[config.mk]
export PLATFORM = sky130hd
export DESIGN_NAME = contrast_stretcher_flat
export DESIGN_NICKNAME = d
export VERILOG_FILES = /design/src/rtl/contrast_stretcher_if.sv /design/src/rtl/contrast_stretcher.sv /design/src/flat_wrapper.sv
export SDC_FILE = /design/constraint.sdc
export NUM_CORES = 1
export LEC_CHECK = 0
export ABC_AREA = 1
export ABC_CLOCK_PERIOD_IN_PS = 5500
export CORE_MARGIN = 1
export CORE_UTILIZATION = 50
export CTS_CLUSTER_DIAMETER = 100
export DETAILED_ROUTE_END_ITERATION = 16
export PLACE_DENSITY = 0.69
export SYNTH_ARGS = -nofsm -noshare
export SYNTH_HDL_FRONTEND = slang
export SYNTH_SLANG_ARGS = --single-unit
export TNS_END_PERCENT = 30
[constraint.sdc]
create_clock -name clk -period 5.5 [get_ports clk]
set_clock_uncertainty 0.05 [all_clocks]
set_input_delay 1.1 -clock clk [delete_from_list [all_inputs] [get_ports clk]]
set_output_delay 1.1 -clock clk [all_outputs]
set_load 0.05 [all_outputs]
[src/rtl/contrast_stretcher_if.sv]
// ---------------------------------------------------------------------------
// contrast_stretcher_if
// Pixel stream bundle for the contrast stretcher: one YCbCr pixel per beat
// with frame markers.
//   valid           pixel qualifier
//   sof / eof       first / last pixel of a frame (only meaningful with valid)
//   y_data          luma component
//   cb_data/cr_data chroma components
// The master modport drives the stream and the slave modport receives it.
// ---------------------------------------------------------------------------
interface contrast_stretcher_if #(
  parameter int DATA_W = 8
);
  logic              valid;
  logic              sof;
  logic              eof;
  logic [DATA_W-1:0] y_data;
  logic [DATA_W-1:0] cb_data;
  logic [DATA_W-1:0] cr_data;

  modport master (output valid, sof, eof, y_data, cb_data, cr_data);
  modport slave  (input  valid, sof, eof, y_data, cb_data, cr_data);
endinterface

[src/rtl/contrast_stretcher.sv]
// ---------------------------------------------------------------------------
// contrast_stretcher
// Linear luma stretch Y' = sat((Y - offset) * gain) with delay-matched Cb/Cr.
// Gain and offset come from bypass (unity), manual (software) or auto mode.
// In auto mode the per-frame Y min/max is measured and a serial restoring
// divider turns the range into a gain that takes effect from the next frame.
//
// Ports
//   clk, rst      pixel clock, synchronous active-high reset
//   mode_i        0/3 bypass, 1 manual, 2 auto (sampled at sof)
//   man_gain_i    manual gain, unsigned, FRAC_W fractional bits
//   man_offset_i  manual black level
//   pix_i         input pixel stream (slave)
//   pix_o         output pixel stream, 3 cycles behind pix_i (master)
//   gain_o        gain in force for the current frame
//   busy_o        divider is iterating
// ---------------------------------------------------------------------------
module contrast_stretcher #(
  parameter int DATA_W = 8,
  parameter int FRAC_W = 8
) (
  input  logic                     clk,
  input  logic                     rst,
  input  logic [1:0]               mode_i,
  input  logic [DATA_W+FRAC_W-1:0] man_gain_i,
  input  logic [DATA_W-1:0]        man_offset_i,
  contrast_stretcher_if.slave      pix_i,
  contrast_stretcher_if.master     pix_o,
  output logic [DATA_W+FRAC_W-1:0] gain_o,
  output logic                     busy_o
);

  localparam int GAIN_W = DATA_W + FRAC_W;
  localparam int PROD_W = DATA_W + GAIN_W;
  localparam int CNT_W  = $clog2(GAIN_W);

  localparam logic [GAIN_W-1:0] UNITY_GAIN = GAIN_W'(1) << FRAC_W;
  localparam logic [GAIN_W-1:0] DIV_NUM    = {{DATA_W{1'b1}}, {FRAC_W{1'b0}}};
  localparam logic [CNT_W-1:0]  LAST_STEP  = CNT_W'(GAIN_W - 1);

  typedef enum logic [1:0] {
    DIV_IDLE,
    DIV_RUN,
    DIV_PEND
  } divState_e;

  // Accepted frame markers
  logic sofAcc;
  logic eofAcc;

  // Frame configuration
  logic [GAIN_W-1:0] cfgGain_q;
  logic [DATA_W-1:0] cfgOff_q;
  logic [GAIN_W-1:0] selGain;
  logic [DATA_W-1:0] selOff;
  logic [GAIN_W-1:0] curGain;
  logic [DATA_W-1:0] curOff;
  logic [GAIN_W-1:0] autoGain_q;
  logic [DATA_W-1:0] autoOff_q;

  // Datapath stages
  logic              s1Valid_q, s1Sof_q, s1Eof_q;
  logic [DATA_W-1:0] s1Diff_q, s1Cb_q, s1Cr_q;
  logic [GAIN_W-1:0] s1Gain_q;
  logic [DATA_W-1:0] s1Diff_d;
  logic              s2Valid_q, s2Sof_q, s2Eof_q;
  logic [PROD_W-1:0] s2Prod_q;
  logic [DATA_W-1:0] s2Cb_q, s2Cr_q;
  logic [PROD_W-1:0] prodShift;
  logic [DATA_W-1:0] s3Y_d;
  logic              s3Valid_q, s3Sof_q, s3Eof_q;
  logic [DATA_W-1:0] s3Y_q, s3Cb_q, s3Cr_q;

  // Statistics
  logic              inFrame_q;
  logic [DATA_W-1:0] min_q, max_q;
  logic [DATA_W-1:0] min_d, max_d;
  logic              statUpd;
  logic              trigger;
  logic [DATA_W-1:0] trigRange;

  // Divider
  divState_e         state_q, state_d;
  logic              loadFlat, loadDiv, divStep, divDone, takePend;
  logic [DATA_W-1:0] divisor_q, rem_q, divMin_q;
  logic [GAIN_W-1:0] quot_q;
  logic [CNT_W-1:0]  cnt_q;
  logic [DATA_W:0]   trial;
  logic              fits;
  logic [DATA_W-1:0] remNext;
  logic [GAIN_W-1:0] quotNext;
  logic [GAIN_W-1:0] resGain_q;
  logic [DATA_W-1:0] resOff_q;

  assign sofAcc = pix_i.valid & pix_i.sof;
  assign eofAcc = pix_i.valid & pix_i.eof;

  // Pick the configuration a new frame would start with. In auto mode a
  // result waiting in PEND is taken directly so the frame that starts in the
  // same cycle already uses it; the sof pixel itself must also see the new
  // values, so the current gain/offset bypass the frame registers on sof.
  always_comb begin
    selGain = UNITY_GAIN;
    selOff  = '0;
    case (mode_i)
      2'd1: begin
        selGain = man_gain_i;
        selOff  = man_offset_i;
      end
      2'd2: begin
        selGain = (state_q == DIV_PEND) ? resGain_q : autoGain_q;
        selOff  = (state_q == DIV_PEND) ? resOff_q  : autoOff_q;
      end
      default: begin
        selGain = UNITY_GAIN;
        selOff  = '0;
      end
    endcase
    curGain = sofAcc ? selGain : cfgGain_q;
    curOff  = sofAcc ? selOff  : cfgOff_q;
  end

  // Frame configuration and auto result registers. The gain/offset pair is
  // frozen at sof for the whole frame; a pending auto result is promoted at
  // sof as a matched pair so gain and black level never mix across frames.
  always_ff @(posedge clk) begin
    if (rst) begin
      cfgGain_q  <= UNITY_GAIN;
      cfgOff_q   <= '0;
      autoGain_q <= UNITY_GAIN;
      autoOff_q  <= '0;
    end else begin
      if (sofAcc) begin
        cfgGain_q <= selGain;
        cfgOff_q  <= selOff;
      end
      if (takePend) begin
        autoGain_q <= resGain_q;
        autoOff_q  <= resOff_q;
      end
    end
  end

  assign gain_o = cfgGain_q;

  // Stage 1 subtracts the black level and clamps at zero. Each pixel carries
  // its own gain forward so a frame boundary inside the pipeline is harmless.
  always_comb begin
    s1Diff_d = (pix_i.y_data >= curOff) ? (pix_i.y_data - curOff) : '0;
  end

  always_ff @(posedge clk) begin
    if (rst) begin
      s1Valid_q <= 1'b0;
      s1Sof_q   <= 1'b0;
      s1Eof_q   <= 1'b0;
      s1Diff_q  <= '0;
      s1Gain_q  <= '0;
      s1Cb_q    <= '0;
      s1Cr_q    <= '0;
    end else begin
      s1Valid_q <= pix_i.valid;
      s1Sof_q   <= sofAcc;
      s1Eof_q   <= eofAcc;
      if (pix_i.valid) begin
        s1Diff_q <= s1Diff_d;
        s1Gain_q <= curGain;
        s1Cb_q   <= pix_i.cb_data;
        s1Cr_q   <= pix_i.cr_data;
      end
    end
  end

  // Stage 2 forms the full-width product so nothing is lost before rounding
  // down and saturating in stage 3.
  always_ff @(posedge clk) begin
    if (rst) begin
      s2Valid_q <= 1'b0;
      s2Sof_q   <= 1'b0;
      s2Eof_q   <= 1'b0;
      s2Prod_q  <= '0;
      s2Cb_q    <= '0;
      s2Cr_q    <= '0;
    end else begin
      s2Valid_q <= s1Valid_q;
      s2Sof_q   <= s1Sof_q;
      s2Eof_q   <= s1Eof_q;
      if (s1Valid_q) begin
        s2Prod_q <= PROD_W'(s1Diff_q) * PROD_W'(s1Gain_q);
        s2Cb_q   <= s1Cb_q;
        s2Cr_q   <= s1Cr_q;
      end
    end
  end

  // Stage 3 drops the fraction bits and saturates anything above full scale.
  always_comb begin
    prodShift = s2Prod_q >> FRAC_W;
    s3Y_d     = (|prodShift[PROD_W-1:DATA_W]) ? {DATA_W{1'b1}} : prodShift[DATA_W-1:0];
  end

  always_ff @(posedge clk) begin
    if (rst) begin
      s3Valid_q <= 1'b0;
      s3Sof_q   <= 1'b0;
      s3Eof_q   <= 1'b0;
      s3Y_q     <= '0;
      s3Cb_q    <= '0;
      s3Cr_q    <= '0;
    end else begin
      s3Valid_q <= s2Valid_q;
      s3Sof_q   <= s2Sof_q;
      s3Eof_q   <= s2Eof_q;
      if (s2Valid_q) begin
        s3Y_q  <= s3Y_d;
        s3Cb_q <= s2Cb_q;
        s3Cr_q <= s2Cr_q;
      end
    end
  end

  assign pix_o.valid   = s3Valid_q;
  assign pix_o.sof     = s3Sof_q;
  assign pix_o.eof     = s3Eof_q;
  assign pix_o.y_data  = s3Y_q;
  assign pix_o.cb_data = s3Cb_q;
  assign pix_o.cr_data = s3Cr_q;

  // Frame statistics. Only pixels inside an sof..eof window count, so junk
  // seen before the first sof after reset never reaches the divider. The
  // eof pixel is folded in combinationally before the divider is triggered.
  always_comb begin
    statUpd   = pix_i.valid & (pix_i.sof | inFrame_q);
    trigger   = statUpd & pix_i.eof;
    min_d     = (pix_i.sof || pix_i.y_data < min_q) ? pix_i.y_data : min_q;
    max_d     = (pix_i.sof || pix_i.y_data > max_q) ? pix_i.y_data : max_q;
    trigRange = max_d - min_d;
  end

  always_ff @(posedge clk) begin
    if (rst) begin
      inFrame_q <= 1'b0;
      min_q     <= '0;
      max_q     <= '0;
    end else if (statUpd) begin
      inFrame_q <= ~pix_i.eof;
      min_q     <= min_d;
      max_q     <= max_d;
    end
  end

  // Divider state register.
  always_ff @(posedge clk) begin
    if (rst) begin
      state_q <= DIV_IDLE;
    end else begin
      state_q <= state_d;
    end
  end

  // Divider next state. A fresh eof always wins and restarts from new
  // statistics; a flat frame skips the division and is pending at once.
  always_comb begin
    state_d = state_q;
    if (trigger) begin
      state_d = (trigRange == '0) ? DIV_PEND : DIV_RUN;
    end else begin
      case (state_q)
        DIV_RUN:  if (cnt_q == LAST_STEP) state_d = DIV_PEND;
        DIV_PEND: if (sofAcc) state_d = DIV_IDLE;
        default:  state_d = state_q;
      endcase
    end
  end

  // Divider control outputs decoded from the current state and trigger.
  always_comb begin
    busy_o   = (state_q == DIV_RUN);
    loadFlat = trigger & (trigRange == '0);
    loadDiv  = trigger & (trigRange != '0);
    divStep  = ~trigger & (state_q == DIV_RUN);
    divDone  = divStep & (cnt_q == LAST_STEP);
    takePend = sofAcc & (state_q == DIV_PEND);
  end

  // One restoring step: shift the next numerator bit into the remainder and
  // subtract the range when it fits. The quotient bits replace the numerator
  // bits in the same register as they shift out of the top.
  always_comb begin
    trial    = {rem_q, quot_q[GAIN_W-1]};
    fits     = (trial >= {1'b0, divisor_q});
    remNext  = fits ? DATA_W'(trial - {1'b0, divisor_q}) : trial[DATA_W-1:0];
    quotNext = {quot_q[GAIN_W-2:0], fits};
  end

  // Divider datapath and the pending (gain, black level) result.
  always_ff @(posedge clk) begin
    if (rst) begin
      divisor_q <= '0;
      rem_q     <= '0;
      quot_q    <= '0;
      cnt_q     <= '0;
      divMin_q  <= '0;
      resGain_q <= UNITY_GAIN;
      resOff_q  <= '0;
    end else begin
      if (loadFlat) begin
        resGain_q <= UNITY_GAIN;
        resOff_q  <= min_d;
      end
      if (loadDiv) begin
        divisor_q <= trigRange;
        rem_q     <= '0;
        quot_q    <= DIV_NUM;
        cnt_q     <= '0;
        divMin_q  <= min_d;
      end else if (divStep) begin
        rem_q  <= remNext;
        quot_q <= quotNext;
        cnt_q  <= cnt_q + CNT_W'(1);
        if (divDone) begin
          resGain_q <= quotNext;
          resOff_q  <= divMin_q;
        end
      end
    end
  end

endmodule
[src/flat_wrapper.sv]
// flat-port wrapper written by rule: the top's interface ports become plain ports
module contrast_stretcher_flat 
#(
  parameter int DATA_W = 8,
  parameter int FRAC_W = 8
)
  (clk, rst, mode_i, man_gain_i, man_offset_i, gain_o, busy_o, pix_i_valid, pix_i_sof, pix_i_eof, pix_i_y_data, pix_i_cb_data, pix_i_cr_data, pix_o_valid, pix_o_sof, pix_o_eof, pix_o_y_data, pix_o_cb_data, pix_o_cr_data);
  contrast_stretcher_if #(.DATA_W(DATA_W)) pix_i_i ();
  contrast_stretcher_if #(.DATA_W(DATA_W)) pix_o_i ();
  input  logic clk;
  input  logic rst;
  input  logic [1:0] mode_i;
  input  logic [DATA_W+FRAC_W-1:0] man_gain_i;
  input  logic [DATA_W-1:0] man_offset_i;
  output logic [DATA_W+FRAC_W-1:0] gain_o;
  output logic busy_o;
  input wire logic [$bits(pix_i_i.valid)-1:0] pix_i_valid;
  input wire logic [$bits(pix_i_i.sof)-1:0] pix_i_sof;
  input wire logic [$bits(pix_i_i.eof)-1:0] pix_i_eof;
  input wire logic [$bits(pix_i_i.y_data)-1:0] pix_i_y_data;
  input wire logic [$bits(pix_i_i.cb_data)-1:0] pix_i_cb_data;
  input wire logic [$bits(pix_i_i.cr_data)-1:0] pix_i_cr_data;
  output wire logic [$bits(pix_o_i.valid)-1:0] pix_o_valid;
  output wire logic [$bits(pix_o_i.sof)-1:0] pix_o_sof;
  output wire logic [$bits(pix_o_i.eof)-1:0] pix_o_eof;
  output wire logic [$bits(pix_o_i.y_data)-1:0] pix_o_y_data;
  output wire logic [$bits(pix_o_i.cb_data)-1:0] pix_o_cb_data;
  output wire logic [$bits(pix_o_i.cr_data)-1:0] pix_o_cr_data;
  assign pix_i_i.valid = pix_i_valid;
  assign pix_i_i.sof = pix_i_sof;
  assign pix_i_i.eof = pix_i_eof;
  assign pix_i_i.y_data = pix_i_y_data;
  assign pix_i_i.cb_data = pix_i_cb_data;
  assign pix_i_i.cr_data = pix_i_cr_data;
  assign pix_o_valid = pix_o_i.valid;
  assign pix_o_sof = pix_o_i.sof;
  assign pix_o_eof = pix_o_i.eof;
  assign pix_o_y_data = pix_o_i.y_data;
  assign pix_o_cb_data = pix_o_i.cb_data;
  assign pix_o_cr_data = pix_o_i.cr_data;
  contrast_stretcher #(.DATA_W(DATA_W), .FRAC_W(FRAC_W)) u_core (.clk(clk), .rst(rst), .mode_i(mode_i), .man_gain_i(man_gain_i), .man_offset_i(man_offset_i), .pix_i(pix_i_i), .pix_o(pix_o_i), .gain_o(gain_o), .busy_o(busy_o));
endmodule
# --- After elaboration in Yosys (flattened, before gate mapping) ---
# Index checks and enable logic that the tools add are counted.
classes:
  mul: 1
  mux: 26
  n_reduce_logical: 9
  bitwise: 12
  n_lt_le_gt_ge: 4
  addsub: 4
  eq_ne: 7
op_table:
  columns: ["operator", "n"]
  rows:
  - ["two-way mux 16 bit", 8]
  - ["two-way mux 8 bit", 11]
  - ["case mux 16 bit (2 select lines)", 1]
  - ["multiplier 8 x 16 -> 24 bit", 1]
  - ["subtractor 8 bit", 3]
  - ["case mux 8 bit (2 select lines)", 1]
  - ["bitwise AND 1 bit", 9]
  - [">= comparator 9 x 8 -> 1 bit", 1]
  - [">= comparator 8 bit", 1]
  - ["greater-than comparator 8 bit", 1]
  - ["logical NOT 8 bit", 1]
  - ["< comparator 8 bit", 1]
  - ["two-way mux 2 bit", 4]
  - ["nonzero test 8 bit", 1]
  - ["OR reduction 8 bit", 1]
  - ["inequality test 3 x 1 -> 1 bit, second input constant", 2]
  - ["adder 4 x 1 -> 4 bit, second input constant", 1]
  - ["== test 2 x 1 -> 1 bit, second input constant", 2]
  - ["== test 2 bit, second input constant", 2]
  - ["== test 4 bit, second input constant", 1]
  - ["case mux 2 bit (2 select lines)", 1]
  - ["AND reduction 3 bit", 1]
  - ["nonzero test 3 bit", 1]
  - ["logical OR 1 bit", 2]
  - ["other kinds (4)", 5]
totals:
  input_bits: 55
  reg_bits: 248
  output_inout_bits: 44
  wordCells: 98

# --- Longest topological paths before layout ---
# Gate-level depths: netlist (run 1).
depth:
  depth_word: 10
  ltp_mapped: 30
  ltp_nobuf: 28

# --- Least setup slack after synthesis (run 1) ---
# Ideal clock, no wire load.
synth_timing:
  path_kind: "reg2reg"
  from: "register u_core.s1Diff_q[5]"
  to: "register u_core.s2Prod_q[20]"
  stages_incl_launch_ff: 24
  t_arrival_ns: 4.736
  path_buffers: 2
  period_less_slack_ns: 4.844
  path_slack_ns: 0.656
  path_cell_list: "dfxtp_1 clkbuf_1 clkbuf_1 nand2_1 fa_1 fa_1 inv_1 fa_1 inv_1 fa_1 inv_1 ha_1 a21oi_1 o21ai_0 nand2_1 o211ai_1 a31oi_1 o21bai_1 a21boi_0 o21bai_1 or2_2 nand3_1 o211ai_1 inv_1"
synth_via:
  elab_chain_len: 1
synth_lines:
  columns: ["element", "line", "text"]
  rows:
  - ["start: declaration", "contrast_stretcher.sv:63", "logic [DATA_W-1:0] s1Diff_q, s1Cb_q, s1Cr_q;"]
  - ["start signal: assignment", "contrast_stretcher.sv:166", "s1Diff_q <= s1Diff_d;"]
  - ["multiplier 8 x 16 -> 24 bit", "contrast_stretcher.sv:189", "s2Prod_q <= PROD_W'(s1Diff_q) * PROD_W'(s1Gain_q);"]
  - ["end signal: assignment", "contrast_stretcher.sv:189", null]
  - ["end: declaration", "contrast_stretcher.sv:67", "logic [PROD_W-1:0] s2Prod_q;"]
# No other way between the ends.
# A chain may end at the register's enable or synchronous reset.

# --- Worst setup path in the final report (run 1) ---
layout_timing:
  from: "register u_core.s1Diff_q[2]"
  to: "register u_core.s2Prod_q[20]"
# The elaborated chain is that of the path after synthesis.

==> flow_metrics.tcl, run 1 <==
set metrics [dict create \
    synth_fa_ha_area_share_pct 18.4 \
    rsz0062_at_grt "false" \
    dr.pass1.iters 5 \
    vias 12683 \
    critical_path_arrival_ns 5.51 \
    synth.ff_latch_count 240 \
    seq_area_sq_um 4810 \
    multi_input_area_sq_um 8260 \
    layout_commonest_cell "nand2_1" \
    syn-cell-area_sq_um 14800 \
    finalHoldViolCount 0 \
    slowest_stage "fa_1" \
    place_inst 2403 \
    viasPerCell 5.18 \
    grt_pass1_wl_microns 62900 \
    port-buffer-count 98 \
    hpwl_microns 27600 \
    slew_headroom_pct 28.3 \
    synth_cell_types 43 \
    drive_gt1_share_pct 6.25 \
    routabilityCongestion 0.886 \
    synthesis.nets 2228 \
    final.setup.tns_ns 0 \
    syn_avg_cell_area_sq_um 7.36 \
    num_rows 62 \
    async_reset_ff_share_pct 0 \
    peakVddDrop_mv 0.239 \
    r2r-start "u_core.s1Diff_q[2]" \
    tritoncts "built" \
    yosys.area_share.simple_pct 20.7 \
    synth_cells 2007 \
    cts_buffer_depth 3 \
    clkTransAtPathRegs_ns 0.06 \
    syn2layout_area_growth_pct 14.1 \
    seq_area_frac_synth_pct 32.5 \
    setup_viol 0 \
    timing.final.ws_setup_ns 0.428 \
    yosys_warnings 0 \
    synth_xor_area_share_pct 0.948 \
    hold_path.class "flop to flop" \
    grt_pass1_vias 12719 \
    clock_sinks 240 \
    htreeDepth 1 \
    floorplan.die_area_sq_um 30300 \
    power.density_nw_per_um2 260 \
    synth_top_flop_cell "dfxtp_1" \
    critPathRequiredTime_ns 5.93 \
    endpoint_kind "flop" \
    drt-initial-drc-count 814 \
    drt_wl_total_microns 37200 \
    start_kind "flop" \
    drc 0 \
    min_period_ns 5.07 \
    ant_nets 0 \
    final_util_pct 58.4 \
    antenna_found_initial 1 \
    post-place-ws_ns 0.272 \
    synth_edf_count 0 \
    finalMaxSlewViolations 0 \
    nets 2268 \
    crit_chain "nand2_1 > inv_1 > fa_1 > inv_1 > fa_1 > inv_1 > fa_1 > inv_1 > fa_1 > inv_1 > ha_1 > a21oi_1 > o21ai_0 > nand2_1 > o211ai_1 > a31oi_1 > o21bai_1 > a21boi_0 > o21bai_1 > or2_2 > nand3_1 > o211ai_1 > inv_1" \
    final_cell_mix "nand2_1, inv_1, dfxtp_1, o21ai_0, nor2_1" \
    grt_max_degree 73 \
    fmaxAchievable_mhz 197 \
    hold_buffers 0 \
    post-route-period-util_pct 92.2 \
    cts_resized 0 \
    die_w_microns 174 \
    cts_root_buf "clkbuf_16" \
    crit_path_max_incr_delay_ns 0.53 \
    maxCapViolations 0 \
    cts_made_buffers 26 \
    avgRoutedWirePerCell_microns 15.2 \
    tightest_slew_ns 1.07 \
    ios 99 \
    status "finished clean" \
    track_usage_pct 25.2 \
    die_y_microns 174 \
    crit_fanout 12 \
    crit_path_frequent_cell "inv_1" \
    clock_latency_ns 0.54 \
    crit_start "u_core.s1Diff_q[2]" \
    hp-start "u_core.s2Sof_q" \
    synth_compound_area_share_pct 15.8 \
    start_util_pct 51.2 \
    finalNonFillerCells 2449 \
    cts_setup_buffers 0 \
    synth_top_family_by_area "simple AND/OR/NAND/NOR gates" \
    synth_mux_area_share_pct 0 \
    core_sq_um 28900 \
    num-fill-cells 2752 \
    p_leak_nw 8.24 \
    overflow 0 \
    holdWs_ns 0.353 \
    criticalPathCategory "flop to flop" \
]
[critical path, delay by kind of cell, from the launching register on]
kind                     cells  cell delay, ns
buffers and inverters        6            0.32
adder cells (fa/ha/maj)      5            2.36
AND/OR/NAND/NOR              4            0.52
flip-flops                   1            0.45
AO/OA/AOI/OAI                8            1.30
[final timing paths]
check,slack [ns],endpoint,cells after the start
hold / removal,0.35,u_core.pix_o.sof,2
setup reg to reg,0.43,u_core.s2Prod_q[20],23
setup / recovery,0.43,u_core.s2Prod_q[20],23
hold reg to reg,0.35,u_core.pix_o.sof,2
[stage by stage]
stage          total power (W)  instance area (sq um)
6_report               0.00439                  16900
5_1_grt                0.00460                  16900
4_1_cts                0.00443                  16900
3_5_place_dp           0.00264                  16000
3_3_place_gp           0.00263                  16000
2_1_floorplan          0.00242                  14800
[report_power, final]
group	switching (W)	internal (W)
Combinational	0.000486	0.000256
Clock	0.000717	0.00107
Sequential	0.0000537	0.00181
Total	0.00126	0.00313
[registers in the layout, summed over array words and instances (netlist names), 4 cells and up, named ones only]
name,flops
u_core.gain_o,16
u_core.s1Gain_q,16
u_core.max_q,6
u_core.divMin_q,8
u_core.cnt_q,4
u_core.cfgOff_q,8
u_core.s1Cb_q,8
u_core.rem_q,8
u_core.autoGain_q,16
u_core.s1Cr_q,8
u_core.autoOff_q,8
u_core.pix_o.cr_data,8
u_core.s1Diff_q,8
u_core.pix_o.cb_data,8
u_core.divisor_q,8
u_core.quot_q,16
u_core.s2Prod_q,16
u_core.s2Cb_q,8
u_core.min_q,8
u_core.pix_o.y_data,8
u_core.resOff_q,8
u_core.s2Cr_q,8
u_core.resGain_q,16
[layer usage]
layer | GRT usage [%] | vias to the layer above | part of all wire [%]
met1 | 32.9 | 5957 | 46
met4 | 7.42 | 0 | 2.3
met2 | 43.7 | 250 | 48
met5 | 0 | - | 0
met3 | 2.93 | 50 | 4.2
li1 | - | 6426 | -
[logic make-up (layout without fill, tap and decap cells)]
logic type	Yosys count	count (layout)
AOI/OAI and AO/OA	421	421
other	0	1
buffers and inverters	444	501
and+or+nand+nor	720	720
DFF	240	240
xor gates and xnor gates	16	16
adders and majority gates	166	166
[synthesized netlist by cell type, drive strengths merged, types with 4 or more instances]
cell type | n | area, sq um
buf | 16 | 114
a22oi | 22 | 165
o211ai | 16 | 120
xnor2 | 4 | 35.0
xor2 | 12 | 105
nand3 | 105 | 538
nand4 | 13 | 81.3
inv | 329 | 1230
dfxtp | 240 | 4800
a21o | 4 | 30.0
fa | 86 | 1720
a31oi | 14 | 87.6
a211oi | 5 | 37.5
clkbuf | 97 | 364
nor2 | 167 | 674
nand3b | 5 | 37.5
ha | 80 | 1000
nand2 | 413 | 1620
nor3 | 5 | 25.0
a21oi | 137 | 734
o21bai | 10 | 75.1
or2 | 8 | 50.1
o21ai | 208 | 1050
[area by class of cell]
type,instances,area share (%)
diodes,1,0.0148
clock buffers,34,4.27
clock inverters,11,0.957
inverters,331,7.37
multi-input cells,1323,49.0
flip-flops and latches,240,28.5
well taps,384,2.85
repair buffers,125,7.06
(Power assumes the default switching activity.)
==> run 2, diff against run 1 <==
--- a/config.mk
+++ b/config.mk
@@ -7,11 +7,14 @@
 export LEC_CHECK = 0
 export ABC_AREA = 1
 export ABC_CLOCK_PERIOD_IN_PS = 5500
+export CELL_PAD_IN_SITES_DETAIL_PLACEMENT = 1
+export CELL_PAD_IN_SITES_GLOBAL_PLACEMENT = 1
 export CORE_MARGIN = 1
-export CORE_UTILIZATION = 50
+export CORE_UTILIZATION = 44
 export CTS_CLUSTER_DIAMETER = 100
 export DETAILED_ROUTE_END_ITERATION = 16
-export PLACE_DENSITY = 0.69
+export GPL_ROUTABILITY_DRIVEN = 0
+export PLACE_DENSITY = 0.8
 export SYNTH_ARGS = -nofsm -noshare
 export SYNTH_HDL_FRONTEND = slang
 export SYNTH_SLANG_ARGS = --single-unit
==> run 2 against run 1 <==
- sequential cell count stayed put
- largest power group is now clock
- critical endpoint unchanged
- critical path depth is 5 lower
- global-route usage is 0.65 points higher
- setup slack worse by 0.034 ns
- die area is 13% higher
==> flow_metrics.tcl, run 2 (synthesis gave the netlist of run 1 again) <==
set metrics [dict create \
    multi_input_area_sq_um 8260 \
    floorplan.die_area_sq_um 34300 \
    die_w_microns 185 \
    grt_pass1_wl_microns 71000 \
    drt_wl_total_microns 43500 \
    start_util_pct 45.1 \
    swShare_pct 28.9 \
    num-fill-cells 4172 \
    seq_area_sq_um 4810 \
    syn2layout_area_growth_pct 15.6 \
    timing.final.ws_setup_ns 0.394 \
    avgRoutedWirePerCell_microns 17.3 \
    drt-initial-drc-count 693 \
    p_leak_nw 8.33 \
    critical_path_arrival_ns 5.54 \
    endpoint_kind "flop" \
    tritoncts "built" \
    final.setup.tns_ns 0 \
    start_kind "flop" \
    status "finished clean" \
    min_period_ns 5.11 \
    vias 13256 \
    clkTransAtPathRegs_ns 0.06 \
    layout_commonest_cell "nand2_1" \
    dr.pass1.iters 5 \
    post-place-ws_ns 0.144 \
    drive_gt1_share_pct 6.98 \
    grt_pass1_vias 14122 \
    hpwl_microns 33100 \
    final_cell_area_sq_um 17100 \
    overflow 0 \
    hold_buffers 0 \
    pwr-share-seq_pct 40.5 \
    num_rows 66 \
    finalMaxSlewViolations 0 \
    rsz0062_at_grt "false" \
    clock_latency_ns 0.55 \
    power.density_nw_per_um2 270 \
    cts_root_buf "clkbuf_16" \
    placed_cell_area_sq_um 16100 \
    cts_buffer_depth 3 \
    antenna_found_initial 0 \
    cts_made_buffers 28 \
    htreeDepth 1 \
    setup_viol 0 \
    maxCapViolations 0 \
    nets 2276 \
    ios 99 \
    hold_path.class "flop to flop" \
    tightest_slew_ns 1.14 \
    p_comb_share_pct 16.6 \
    clockPowerShare_pct 42.9 \
    final_cell_mix "nand2_1, inv_1, dfxtp_1, o21ai_0, nor2_1" \
    crit_fanout 9 \
    finalHoldViolCount 0 \
    ant_nets 0 \
    core_sq_um 32800 \
    post-route-period-util_pct 92.8 \
    viasPerCell 5.26 \
    grt_max_degree 77 \
    track_usage_pct 25.8 \
    peakVddDrop_mv 0.218 \
    drc 0 \
    switching_power_w 0.00133 \
    cts_setup_buffers 0 \
    port-buffer-count 98 \
    die_y_microns 185 \
    fmaxAchievable_mhz 196 \
    antenna_cells 0 \
    cts_resized 0 \
    clock_sinks 240 \
    p_int_w 0.00329 \
    criticalPathCategory "flop to flop" \
    holdWs_ns 0.357 \
    critPathRequiredTime_ns 5.94 \
    slew_headroom_pct 23.3 \
]
## run 2: worst max-delay path, cell delays in order (launching register included)
cell	delay, ns
dfxtp_1	0.52
buf_4	0.24
nand2_1	0.06
inv_1	0.08
fa_1	0.43
fa_1	0.58
fa_1	0.43
fa_1	0.44
ha_1	0.36
a21oi_1	0.25
o211ai_1	0.14
a31oi_1	0.34
o21bai_1	0.18
a21boi_1	0.30
o21bai_1	0.12
or2_2	0.28
nand3_1	0.07
o211ai_1	0.10
inv_1	0.08
## run 2: worst paths after layout
kind,startpoint,to,slack [ns],cells after the start
max,u_core.s1Diff_q[2],u_core.s2Prod_q[20],0.39,18
min,u_core.s2Eof_q,u_core.pix_o.eof,0.36,2
max reg2reg,u_core.s1Diff_q[2],u_core.s2Prod_q[20],0.39,18
min reg2reg,u_core.s2Eof_q,u_core.pix_o.eof,0.36,2
## run 2: final cells by class
cell class                 count  share of cell area [%]
tap                          442                    3.24
clock inverter                15                    1.17
clock buffer                  36                    4.69
timing repair buffer         131                    7.17
sequential                   240                    28.1
inverter                     331                    7.28
multi-input combinational   1323                    48.3
## run 2: power groups by stage
stage / sequential (W) / clock [W] / combinational, W
4_1_cts: 0.00187 / 0.00203 / 0.000772
3_5_place_dp: 0.00191 / 0 / 0.000765
6_report: 0.00187 / 0.00198 / 0.000769
2_1_floorplan: 0.00191 / 0 / 0.000508
3_3_place_gp: 0.00190 / 0 / 0.000739
5_1_grt: 0.00188 / 0.00209 / 0.000859
## run 2: routing by layer
metal,GRT usage (%),vias to the layer above,routed length (microns)
li1,-,6449,-
met1,31.3,6542,18800
met2,47.7,197,22300
met3,2.62,68,1230
met4,7.77,0,1110
met5,0,-,0
## run 2: metrics by stage
stage          power, W  utilization, %  std cells
5_1_grt         0.00483            52.1       2518
6_report        0.00462            52.1       2518
2_1_floorplan   0.00242               -       2007
4_1_cts         0.00467            52.1       2518
3_5_place_dp    0.00267            49.1       2467
3_3_place_gp    0.00264            49.1       2467
